==> src/rtl/os_array_sequencer.sv <==
// Sequencer for the output-stationary systolic array: skewed operand feeds,
// pipeline flush wait, then row-by-row result drain under valid/ready.

module os_seq_skew_lane #(
   parameter int IDX = 0,
   parameter int TW  = 8,
   parameter int KW  = 4
) (
   input  logic          clk,
   input  logic          rst_n,
   input  logic          feed,
   input  logic [TW-1:0] t,
   input  logic [KW-1:0] k,
   output logic          en,
   output logic          first
);
   // rel = t - IDX; its top bit flags t < IDX without an unsigned compare.
   logic [TW:0] rel;
   logic        en_d;
   logic        first_d;

   assign rel     = {1'b0, t} - (TW+1)'(IDX);
   assign en_d    = feed && !rel[TW] && (rel[TW-1:0] < TW'(k));
   assign first_d = feed && (rel == '0);

   always_ff @(posedge clk) begin
      if (!rst_n) begin
         en    <= 1'b0;
         first <= 1'b0;
      end else begin
         en    <= en_d;
         first <= first_d;
      end
   end
endmodule

module os_array_sequencer #(
   parameter int ROWS    = 4,
   parameter int COLS    = 4,
   parameter int KW      = 16,
   parameter int MAC_LAT = 1
) (
   input  logic                    clk,
   input  logic                    rst_n,
   input  logic                    start,
   input  logic [KW-1:0]           k_len,
   output logic                    busy,
   output logic [ROWS-1:0]         a_en,
   output logic [ROWS-1:0]         a_first,
   output logic [COLS-1:0]         b_en,
   output logic [COLS-1:0]         b_first,
   output logic                    drain_valid,
   input  logic                    drain_ready,
   output logic [$clog2(ROWS)-1:0] drain_row,
   output logic                    done
);
   localparam int RW    = $clog2(ROWS);
   localparam int TW    = KW + $clog2(ROWS + COLS + MAC_LAT) + 1;
   localparam int MAXRC = (ROWS > COLS) ? ROWS : COLS;

   localparam logic [2:0] S_IDLE  = 3'd0;
   localparam logic [2:0] S_FEED  = 3'd1;
   localparam logic [2:0] S_FLUSH = 3'd2;
   localparam logic [2:0] S_DRAIN = 3'd3;
   localparam logic [2:0] S_DONE  = 3'd4;

   logic [2:0]    state, nxt_state;
   logic [TW-1:0] t, nxt_t;
   logic [KW-1:0] k_q, nxt_k;
   logic [RW-1:0] nxt_row;
   logic          accept;
   logic          feed_last;
   logic          flush_last;
   logic          row_acc;
   logic          last_row;
   logic          lane_feed;

   assign accept     = (state == S_IDLE) && start && (k_len != '0);
   assign feed_last  = (t == TW'(k_q) + TW'(MAXRC - 2));
   assign flush_last = (t == TW'(k_q) + TW'(ROWS + COLS - 3 + MAC_LAT));
   assign row_acc    = (state == S_DRAIN) && drain_ready;
   assign last_row   = (drain_row == RW'(ROWS - 1));
   assign nxt_k      = accept ? k_len : k_q;

   always_comb begin
      nxt_state = state;
      case (state)
         S_IDLE:  if (accept) nxt_state = S_FEED;
         S_FEED:  if (feed_last) nxt_state = S_FLUSH;
         S_FLUSH: if (flush_last) nxt_state = S_DRAIN;
         S_DRAIN: if (row_acc && last_row) nxt_state = S_DONE;
         S_DONE:  nxt_state = S_IDLE;
         default: nxt_state = S_IDLE;
      endcase
   end

   always_comb begin
      nxt_t = t;
      if (state == S_IDLE)
         nxt_t = '0;
      else if ((state == S_FEED) || (state == S_FLUSH))
         nxt_t = t + TW'(1);
   end

   always_comb begin
      nxt_row = drain_row;
      if (row_acc)
         nxt_row = last_row ? '0 : drain_row + RW'(1);
   end

   // Outputs are registered from next-state values so they line up with state.
   always_ff @(posedge clk) begin
      if (!rst_n) begin
         state       <= S_IDLE;
         t           <= '0;
         k_q         <= '0;
         drain_row   <= '0;
         busy        <= 1'b0;
         drain_valid <= 1'b0;
         done        <= 1'b0;
      end else begin
         state       <= nxt_state;
         t           <= nxt_t;
         k_q         <= nxt_k;
         drain_row   <= nxt_row;
         busy        <= (nxt_state == S_FEED) || (nxt_state == S_FLUSH) ||
                        (nxt_state == S_DRAIN);
         drain_valid <= (nxt_state == S_DRAIN);
         done        <= (nxt_state == S_DONE);
      end
   end

   assign lane_feed = (nxt_state == S_FEED);

   for (genvar r = 0; r < ROWS; r++) begin : g_a
      os_seq_skew_lane #(.IDX(r), .TW(TW), .KW(KW)) u_lane (
         .clk   (clk),
         .rst_n (rst_n),
         .feed  (lane_feed),
         .t     (nxt_t),
         .k     (nxt_k),
         .en    (a_en[r]),
         .first (a_first[r])
      );
   end

   for (genvar c = 0; c < COLS; c++) begin : g_b
      os_seq_skew_lane #(.IDX(c), .TW(TW), .KW(KW)) u_lane (
         .clk   (clk),
         .rst_n (rst_n),
         .feed  (lane_feed),
         .t     (nxt_t),
         .k     (nxt_k),
         .en    (b_en[c]),
         .first (b_first[c])
      );
   end
endmodule
==> config.mk <==
export PLATFORM = sky130hd
export DESIGN_NAME = os_array_sequencer
export DESIGN_NICKNAME = d
export VERILOG_FILES = /design/src/rtl/os_array_sequencer.sv
export SDC_FILE = /design/constraint.sdc
export NUM_CORES = 1
export LEC_CHECK = 0
export ABC_AREA = 1
export ABC_CLOCK_PERIOD_IN_PS = 2820
export BUFFER_PORTS_ARGS = -buffer_cell sky130_fd_sc_hd__buf_2
export CORE_UTILIZATION = 45
export CTS_CLUSTER_DIAMETER = 60
export DETAILED_ROUTE_END_ITERATION = 10
export HOLD_SLACK_MARGIN = 0.15
export PLACE_DENSITY_LB_ADDON = 0.2
export SKIP_LAST_GASP = 1
export SYNTH_ARGS = -nofsm -noshare
export SYNTH_HDL_FRONTEND = slang
export SYNTH_SLANG_ARGS = --single-unit
==> constraint.sdc <==
create_clock -name clk -period 2.82 [get_ports clk]
set_input_delay 0.141 -clock clk [delete_from_list [all_inputs] [get_ports clk]]
set_output_delay 0.141 -clock clk [all_outputs]
set_load 0.02 [all_outputs]
[Yosys cells after proc, flatten, opt, wreduce, memory -nomap -nowiden]
Index checks and enable logic that the tools add are counted.
Operators by class
  $add $sub $neg: 7
  multipliers: 0
  divide/modulo/power cells: 0
  order comparisons: 4
  equality and inequality tests: 10
  shift-type cells: 0
  mux-type cells: 9
  bitwise logic cells: 0
  reduce and logical (&&, ||, !) cells: 27
Operator list (count)
  $logic_not 22->1: 4
  $lt 21x16->1: 4
  $sub 21x2->22 const B: 2
  $eq 21x17->1: 2
  $mux 21: 2
  $sub 21x1->22 const B: 1
  $add 21x1->21 const B: 1
  $add 16x2->17 const B: 1
  $add 16x3->17 const B: 1
  $mux 16: 1
  $reduce_bool 16->1: 1
  $logic_and 1x1->1: 15
  $eq 3x2->1 const B: 4
  $mux 3: 4
  $pmux 3 s4: 1
  $eq 3x1->1 const B: 2
  $eq 3x3->1 const B: 1
  $logic_not 1->1: 3
  $logic_not 3->1: 1
  $logic_or 1x1->1: 3
  $add 2x1->2 const B: 1
  $eq 2x2->1 const B: 1
  $mux 2: 1
Word-level totals
  flip-flop bits (word level): 53
  bits in latches: 0
  memory bits (writable): 0
  memory bits (read-only): 0
  input port bits: 20
  output and inout bits: 21
  word-level logic and storage cells: 72
  memories kept: 0

[Depth between registers and ports, before layout]
Gate-level depths: netlist of the first run.
  word-level depth: 8
  mapped depth: 23
  depth with buffers taken out: 22

[Modules after synthesis]
A second synthesis of the first run with hierarchy kept.
Second synthesis, totals
  cells, all modules: 2055
  area, all modules: 11385.9 µm²
By module, submodules not included
  os_array_sequencer: instances 1, cells an instance 580, area an instance 3344.5 µm²
  os_seq_skew_lane (g_a[1].u_lane): instances 1, cells an instance 231, area an instance 1238.7 µm²
  os_seq_skew_lane (g_b[1].u_lane): instances 1, cells an instance 227, area an instance 1181.1 µm²
  os_seq_skew_lane (g_a[2].u_lane): instances 1, cells an instance 218, area an instance 1168.6 µm²
  os_seq_skew_lane (g_b[3].u_lane): instances 1, cells an instance 219, area an instance 1156.1 µm²
  os_seq_skew_lane (g_a[3].u_lane): instances 1, cells an instance 207, area an instance 1131.1 µm²
  os_seq_skew_lane (g_a[0].u_lane ...): instances 2, cells an instance 88, area an instance 545.5 µm²
  os_seq_skew_lane (g_b[2].u_lane): instances 1, cells an instance 197, area an instance 1074.8 µm²

[Worst setup path before layout of the first run]
Ideal clock, no wire load.
  kind: flip-flop to flip-flop
  from: register state[1]
  to: register g_a[1].u_lane.en
  arrival time: 2.919 ns
  path slack: -0.163 ns
  stages on the path, launching flop included: 23
  buffers on the path: 1
  period minus slack after synthesis: 2.983 ns
  path through: dfxtp_1 -> nor2_4 -> nand2_4 -> nand2_8 -> buf_12 -> nand2_1 -> nand2_1 -> nor2_1 -> inv_2 -> ha_1 -> nand2_1 -> nor2_4 -> nand2_1 -> xor2_1 -> inv_1 -> ha_1 -> a21oi_1 -> nor2_1 -> a211oi_1 -> o221ai_1 -> a21oi_1 -> nor2_1 -> nor2_1
Between the ends
  word-level cells in the longest chain between the ends: 8
  elaborated cells on any way between the ends: 23
  classes of those cells: add/sub (1); order compare (1); eq/ne (4); mux (8); reduce/logical (9)
Ends and longest elaborated chain
  start, declared: RTL line 67  | logic [2:0] state, nxt_state;
  start signal, assigned: RTL line 122  | state <= nxt_state;
  $eq 3x1->1 or $eq 3x2->1 (tied branches): RTL line 101  | else if ((state == S_FEED) || (state == S_FLUSH))
  $logic_or 1x1->1: RTL line 101
  $mux 21: RTL line 101
  $mux 21 *: RTL line 99  | if (state == S_IDLE)
  named net g_a[0].u_lane.rel[1]: RTL line 18  | logic [TW:0] rel;
  $sub 21x1->22 *: RTL line 22  | assign rel = {1'b0, t} - (TW+1)'(IDX);
  branches (longest 2 deep; another with $lt 21x16->1)
  $logic_and 1x1->1 *: RTL line 23  | assign en_d = feed && !rel[TW] && (rel[TW-1:0] < TW'(k));
  end signal, assigned: RTL line 31  | en <= en_d;
  end, declared: RTL line 14  | output logic en,
Mark *: on every way through the listed nets, which the timed path passes.
A chain may end at the register's enable or synchronous reset.

[Worst setup path after layout of the first run]
  from: register state[1]
  to: register g_a[1].u_lane.en
Between the ends
  word-level cells in the longest chain between the ends: 8
  elaborated cells on any way between the ends: 23
  classes of those cells: add/sub (1); order compare (1); eq/ne (4); mux (8); reduce/logical (9)
Ends and longest elaborated chain (RTL line)
  branches (longest 7 deep; another with $sub 21x1->22)
  $logic_and 1x1->1 *: 23
Every way passes the cells marked *.

==> impl_metrics.json, run 1 <==
{
  "status": "finished, violations left",
  "violations": "DRC, setup timing",
  "final_hold_viol_count": 0,
  "irDropWorstVdd_uv": 234,
  "finalClockSkew_ns": 0.00615,
  "final_layout_size_suffix_gt1_frac": 0.392,
  "ff2ff_setup_slack_ns": -0.31,
  "dieHeight_um": 125,
  "min_path_cells": 3,
  "power.density_nw_per_um2": 347,
  "ant_nets": 0,
  "worstSetupStartpoint": "state[1]",
  "syn_to_final_growth_pct": 44.3,
  "place_ws_ns": -0.393,
  "hold_class": "in2reg",
  "grtUsageTotal": 0.309,
  "diodes": 0,
  "cts_buffers": 5,
  "htreeDepth": 2,
  "wl_um": 25200,
  "core_area_um2": 14700,
  "cts.root.buffer_cell": "clkbuf_16",
  "rows": 44,
  "min_period_ns": 3.13,
  "slew_headroom": 0.343,
  "drc": 3,
  "cts_tree": "built",
  "fp.dieW_um": 125,
  "avgSynthCellArea_um2": 6.60,
  "die_area_um2": 15700,
  "fin_area_um2": 9890,
  "maxCapViolCount": 0,
  "ys_seq_elements": 53,
  "drt_iter0_markers": 647,
  "crit_path_max_fanout": 7,
  "final-setup-viol-count": 6,
  "synth_top_area_frac": 0.155,
  "grt_max_degree": 26,
  "post-route-period-util": 1.11,
  "antenna_found_initial": 0,
  "max_slew.worst_pin.slew_ns": 0.984,
  "synth_area_leaders": "dfxtp_1 (15%), ha_1 (13%), nand2_1 (12%), nor2_1 (8.5%), xor2_1 (7.5%)",
  "cts.clk_slew.worst_paths_ns": 0.08,
  "dr.pass1.iters": 11,
  "viasPerCell": 5.30,
  "place.port_buffers": 40,
  "grt_pass1_wl_um": 38000,
  "yosys_warnings": 0,
  "yosysSeqAreaShare": 0.155,
  "worstSetupPathType": "reg2reg",
  "crit_path_end": "g_a[1].u_lane.en",
  "yosysTopAreaCell": "dfxtp_1",
  "tns_ns": -0.915,
  "r2r-start": "state[1]",
  "final_nets": 1386,
  "final_common_cell": "buf_4",
  "finalWeightedCongestion": 0.981,
  "worst_r2r_path_depth": 21,
  "leakage_nw": 4.96,
  "setup_slack_ns": -0.312,
  "arrival_ns": 3.35,
  "worstPathRequired_ns": 3.03,
  "end_kind": "flip-flop",
  "rsz0062_at_grt": "yes",
  "finalMaxSlewViolations": 0,
  "hpwl_um": 18500,
  "io_pins": 41,
  "netlist_area_um2": 6860,
  "synthCells": 1039,
  "wl_per_cell_um": 17.1,
  "rr_endpoint": "g_a[1].u_lane.en",
  "synth_cell_types": 51,
  "place_area_um2": 8400,
  "cts_sinks": 53,
  "grt_pass1_vias": 7381,
  "insertion_delay_ns": 0.31,
  "start_kind": "flip-flop",
  "mostFrequentLayoutCells": "buf_4 (220), nand2_1 (189), nor2_1 (146), inv_1 (115), ha_1 (60)",
  "routed-via-count": 7846,
  "clock_path_buffers": 2,
  "syn_nets": 1131,
  "grt_remaining_overflow": 0,
  "start_util": 0.467,
  "fmax_ghz": 0.319
}
[metrics by stage]
stage / utilization / hold slack, ns / cells / power [mW]
final: 0.673 / 0.202 / 1479 / 3.43
after global routing: 0.673 / 0.200 / 1479 / 3.66
after CTS: 0.634 / 0.182 / 1458 / 3.17
after detailed placement: 0.571 / 0.442 / 1398 / 2.28
after floorplan: - / 0.258 / 1039 / 1.73
after global placement: 0.571 / 0.442 / 1398 / 2.26
[where the power goes]
part / internal (mW) / switching, mW
Combinational: 0.899 / 1.05
Clock: 0.337 / 0.335
Sequential: 0.776 / 0.0338
[worst min path at each step]
stage          slack [ns]           end   startpoint
2_1_floorplan        0.26      state[1]        rst_n
3_3_place_gp         0.44  drain_row[1]  drain_ready
6_report             0.20      state[1]        rst_n
5_1_grt              0.20      state[1]        rst_n
3_5_place_dp         0.44  drain_row[1]  drain_ready
4_1_cts              0.18      state[1]        rst_n
[critical path, cell delays in order (launching register included)]
cell and delay (ns):
dfxtp_4 0.38, buf_12 0.10, nand3_4 0.13, nand2_8 0.14
inv_6 0.05, nand2_4 0.06, nand3_4 0.15, buf_6 0.15
ha_1 0.18, nand4_1 0.13, buf_4 0.17, inv_2 0.04
nand2_2 0.11, nand2_1 0.07, nand2_1 0.07, nand2_2 0.09
ha_4 0.27, nand4_1 0.18, nor3_2 0.27, a21oi_2 0.11
nor2_1 0.12, nor2_1 0.05
[final cells by class]
cell class / count / area, um2
clock buffer: 5 / 125
fill: 1201 / 4800
tap: 184 / 230
inverter: 137 / 533
multi-input combinational: 814 / 5760
sequential: 53 / 1070
timing repair buffer: 283 / 2140
clock inverter: 3 / 26.3
[registers in the layout, summed over array words and instances (netlist names)]
signal,count
g_b.u_lane.en,1
g_a.u_lane.en,3
k_q,16
t,21
drain_row,2
g_b.u_lane.first,1
g_a.u_lane.first,3
busy,1
state,3
drain_valid,1
done,1
[synthesized netlist by cell type (all sizes together)]
cell type / instances
mux2i: 4
or3: 1
o22ai: 2
ha: 72
o221a: 1
or2: 3
and2: 2
inv: 135
o2111ai: 1
nor3: 13
o21a: 1
xnor2: 14
nand4: 31
nor4: 3
and3: 1
o221ai: 3
a21o: 1
buf: 26
o21bai: 4
nand2: 245
clkinv: 2
dfxtp: 53
nand3: 83
nor2: 190
o2111a: 1
nand3b: 2
clkbuf: 10
a211oi: 5
o211ai: 7
xor2: 59
a21oi: 37
o21ai: 27
[per-layer routing]
| layer | GRT usage | part of all wire |
|---|---|---|
| met3 | 0.0342 | 0.051 |
| met5 | 0 | 0 |
| met1 | 0.394 | 0.42 |
| met4 | 0.130 | 0.052 |
| met2 | 0.526 | 0.47 |
[kinds of logic (layout without fill, tap and decap cells)]
family / count (synthesis) / in the layout / share of synthesized area
simple gates: 574 / 575 / 0.426
flops: 53 / 53 / 0.155
xor+xnor: 73 / 73 / 0.0932
compound gates: 90 / 90 / 0.0783
mux: 4 / 4 / 0.00584
fa+ha+maj: 72 / 72 / 0.131
buf+inv: 173 / 428 / 0.110
[repair_timing]
item                                   CTS  global route
setup buffers                           52            22
endpoints found under the hold margin    1             0
gates cloned                             1             0
setup endpoints to repair                4             8
hold buffers                             1             0
pin swaps                               74            65
gates resized for setup                 84            86
Power figures use the tool's default switching activity.
==> run 2: changes to the inputs <==
--- a/config.mk
+++ b/config.mk
@@ -17,3 +17,4 @@
 export SYNTH_ARGS = -nofsm -noshare
 export SYNTH_HDL_FRONTEND = slang
 export SYNTH_SLANG_ARGS = --single-unit
+export TNS_END_PERCENT = 50
==> impl_metrics.json, run 2 (same netlist as run 1, synthesis figures left out) <==
{
  "drc": 0,
  "total_power_mw": 3.18,
  "drt_iter0_markers": 565,
  "dr.pass1.iters": 7,
  "wl_per_cell_um": 16.0,
  "ff2ff_setup_slack_ns": -0.28,
  "die_area_um2": 15700,
  "cts_buffers": 5,
  "rr_endpoint": "g_b[3].u_lane.en",
  "io_pins": 41,
  "diodes": 0,
  "place.port_buffers": 40,
  "final_common_cell": "nand2_1",
  "place_area_um2": 8300,
  "largestRegisters": "t x21, k_q x16",
  "end_kind": "flip-flop",
  "final_nets": 1330,
  "routed-via-count": 7290,
  "maxCapViolCount": 0,
  "grt_remaining_overflow": 0,
  "start_util": 0.467,
  "finalMaxSlewViolations": 0,
  "htreeDepth": 2,
  "swShare": 0.415,
  "final_hold_viol_count": 0,
  "insertion_delay_ns": 0.31,
  "ant_nets": 0,
  "r2r-start": "state[1]",
  "fp.dieW_um": 125,
  "grt_pass1_vias": 6807,
  "core_area_um2": 14700,
  "arrival_ns": 3.36,
  "irDropWorstVdd_uv": 256,
  "grt_pass1_wl_um": 35300,
  "start_kind": "flip-flop",
  "power.net_switching_mw": 1.32,
  "worstPathRequired_ns": 3.08,
  "fmax_ghz": 0.322,
  "post-route-period-util": 1.10,
  "final-setup-viol-count": 3,
  "setup_slack_ns": -0.282,
  "power.density_nw_per_um2": 348,
  "p_int_mw": 1.86,
  "violations": "setup timing",
  "crit_path_end": "g_b[3].u_lane.en",
  "place_ws_ns": -0.369,
  "worst_r2r_path_depth": 19,
  "finalClockSkew_ns": 0.00753,
  "hpwl_um": 18600,
  "rows": 44,
  "multiInputGateArea_um2": 5490,
  "largest_register_ffs": 21,
  "min_path_cells": 3,
  "fin_util": 0.622,
  "rsz0062_at_grt": "yes",
  "max_slew.worst_pin.slew_ns": 0.722,
  "grtUsageTotal": 0.288,
  "hold_class": "in2reg",
  "dieHeight_um": 125,
  "cts_tree": "built",
  "antenna_found_initial": 0,
  "mostFrequentLayoutCells": "nand2_1 (197), buf_4 (178), nor2_1 (148), inv_1 (118), ha_1 (63)",
  "cts_sinks": 53,
  "worstSetupPathType": "reg2reg",
  "seqPwrFrac": 0.253,
  "status": "finished, violations left",
  "seqCellArea_um2": 1070,
  "cts.root.buffer_cell": "clkbuf_16",
  "combPwrFrac": 0.537,
  "final_layout_size_suffix_gt1_frac": 0.341,
  "viasPerCell": 5.12,
  "clockPowerShare": 0.210,
  "min_period_ns": 3.10,
  "syn_to_final_growth_pct": 33.4,
  "finalWeightedCongestion": 0.951,
  "slew_headroom": 0.518,
  "regMostFlops": "t",
  "crit_path_max_fanout": 8,
  "worstSetupStartpoint": "state[1]",
  "fillers": 1320,
  "dp_cells": 1389,
  "grt_max_degree": 21,
  "leakage_nw": 4.62,
  "clock_path_buffers": 2,
  "final_cells": 1423,
  "fin_area_um2": 9150,
  "cts.clk_slew.worst_paths_ns": 0.08,
  "wl_um": 22800
}
run 2: cell count changes in the layout (fill, tap and decap cells not counted), sizes merged:
cell and change:
buf -56, clkbuf +1, clkinvlp -2, inv +2, nand2 -1
run 2: cell type report:
type / instances / area share
Clock buffer: 5 / 0.0137
Clock inverter: 3 / 0.00287
Inverter: 137 / 0.0569
Multi-Input combinational cell: 813 / 0.600
Sequential cell: 53 / 0.117
Tap cell: 184 / 0.0252
Timing Repair Buffer: 228 / 0.184
run 2: what timing repair did:
item                                    CTS  global route
gates resized for setup                  27            76
hold buffers                              1             0
setup buffers                             7            17
endpoints found under the setup margin    3             8
pin swaps                                13            56
endpoints found under the hold margin     1             0
cloned                                    0             1
run 2: worst min-delay path by stage:
stage / start / to / slack (ns)
floorplan: rst_n / state[1] / 0.26
global placement: drain_ready / drain_row[1] / 0.44
detailed placement: drain_ready / drain_row[1] / 0.45
CTS: rst_n / state[1] / 0.17
global route: rst_n / state[1] / 0.18
finish: rst_n / state[1] / 0.19
run 2: per-stage QoR:
step	setup TNS, ns	hold WS (ns)
after floorplan	-0.00101	0.258
after global placement	-0.682	0.443
after detailed placement	-0.713	0.453
after CTS	-0.309	0.169
after global routing	-1.27	0.178
final	-0.557	0.187
run 2: power by group through the flow:
| stage | sequential (mW) | clock (mW) | combinational [mW] |
|---|---|---|---|
| 2_1_floorplan | 0.814 | 0 | 0.914 |
| 3_3_place_gp | 0.823 | 0 | 1.42 |
| 3_5_place_dp | 0.823 | 0 | 1.44 |
| 4_1_cts | 0.806 | 0.687 | 1.51 |
| 5_1_grt | 0.810 | 0.709 | 1.88 |
| 6_report | 0.806 | 0.668 | 1.71 |
run 2: per-layer routing:
layer,vias to the layer above,GRT usage,wire (um)
met3,49,0.0334,973
met4,0,0.110,941
met5,-,0,0
met2,176,0.476,10400
li1,3722,-,-
met1,3343,0.383,10500
run 2: worst max-delay path, stage by stage, from the launching register on:
cell	delay, ns
dfxtp_4	0.37
nor2_4	0.16
nand2_4	0.09
nand2_8	0.14
nand2_2	0.10
nand3_4	0.13
inv_2	0.05
ha_2	0.21
nor2_4	0.09
inv_2	0.06
nor2_4	0.19
xor2_2	0.22
ha_1	0.29
a21oi_2	0.15
nor2_1	0.06
a211oi_1	0.22
o221ai_1	0.16
a21oi_1	0.20
nor2_1	0.06
nor2_1	0.08
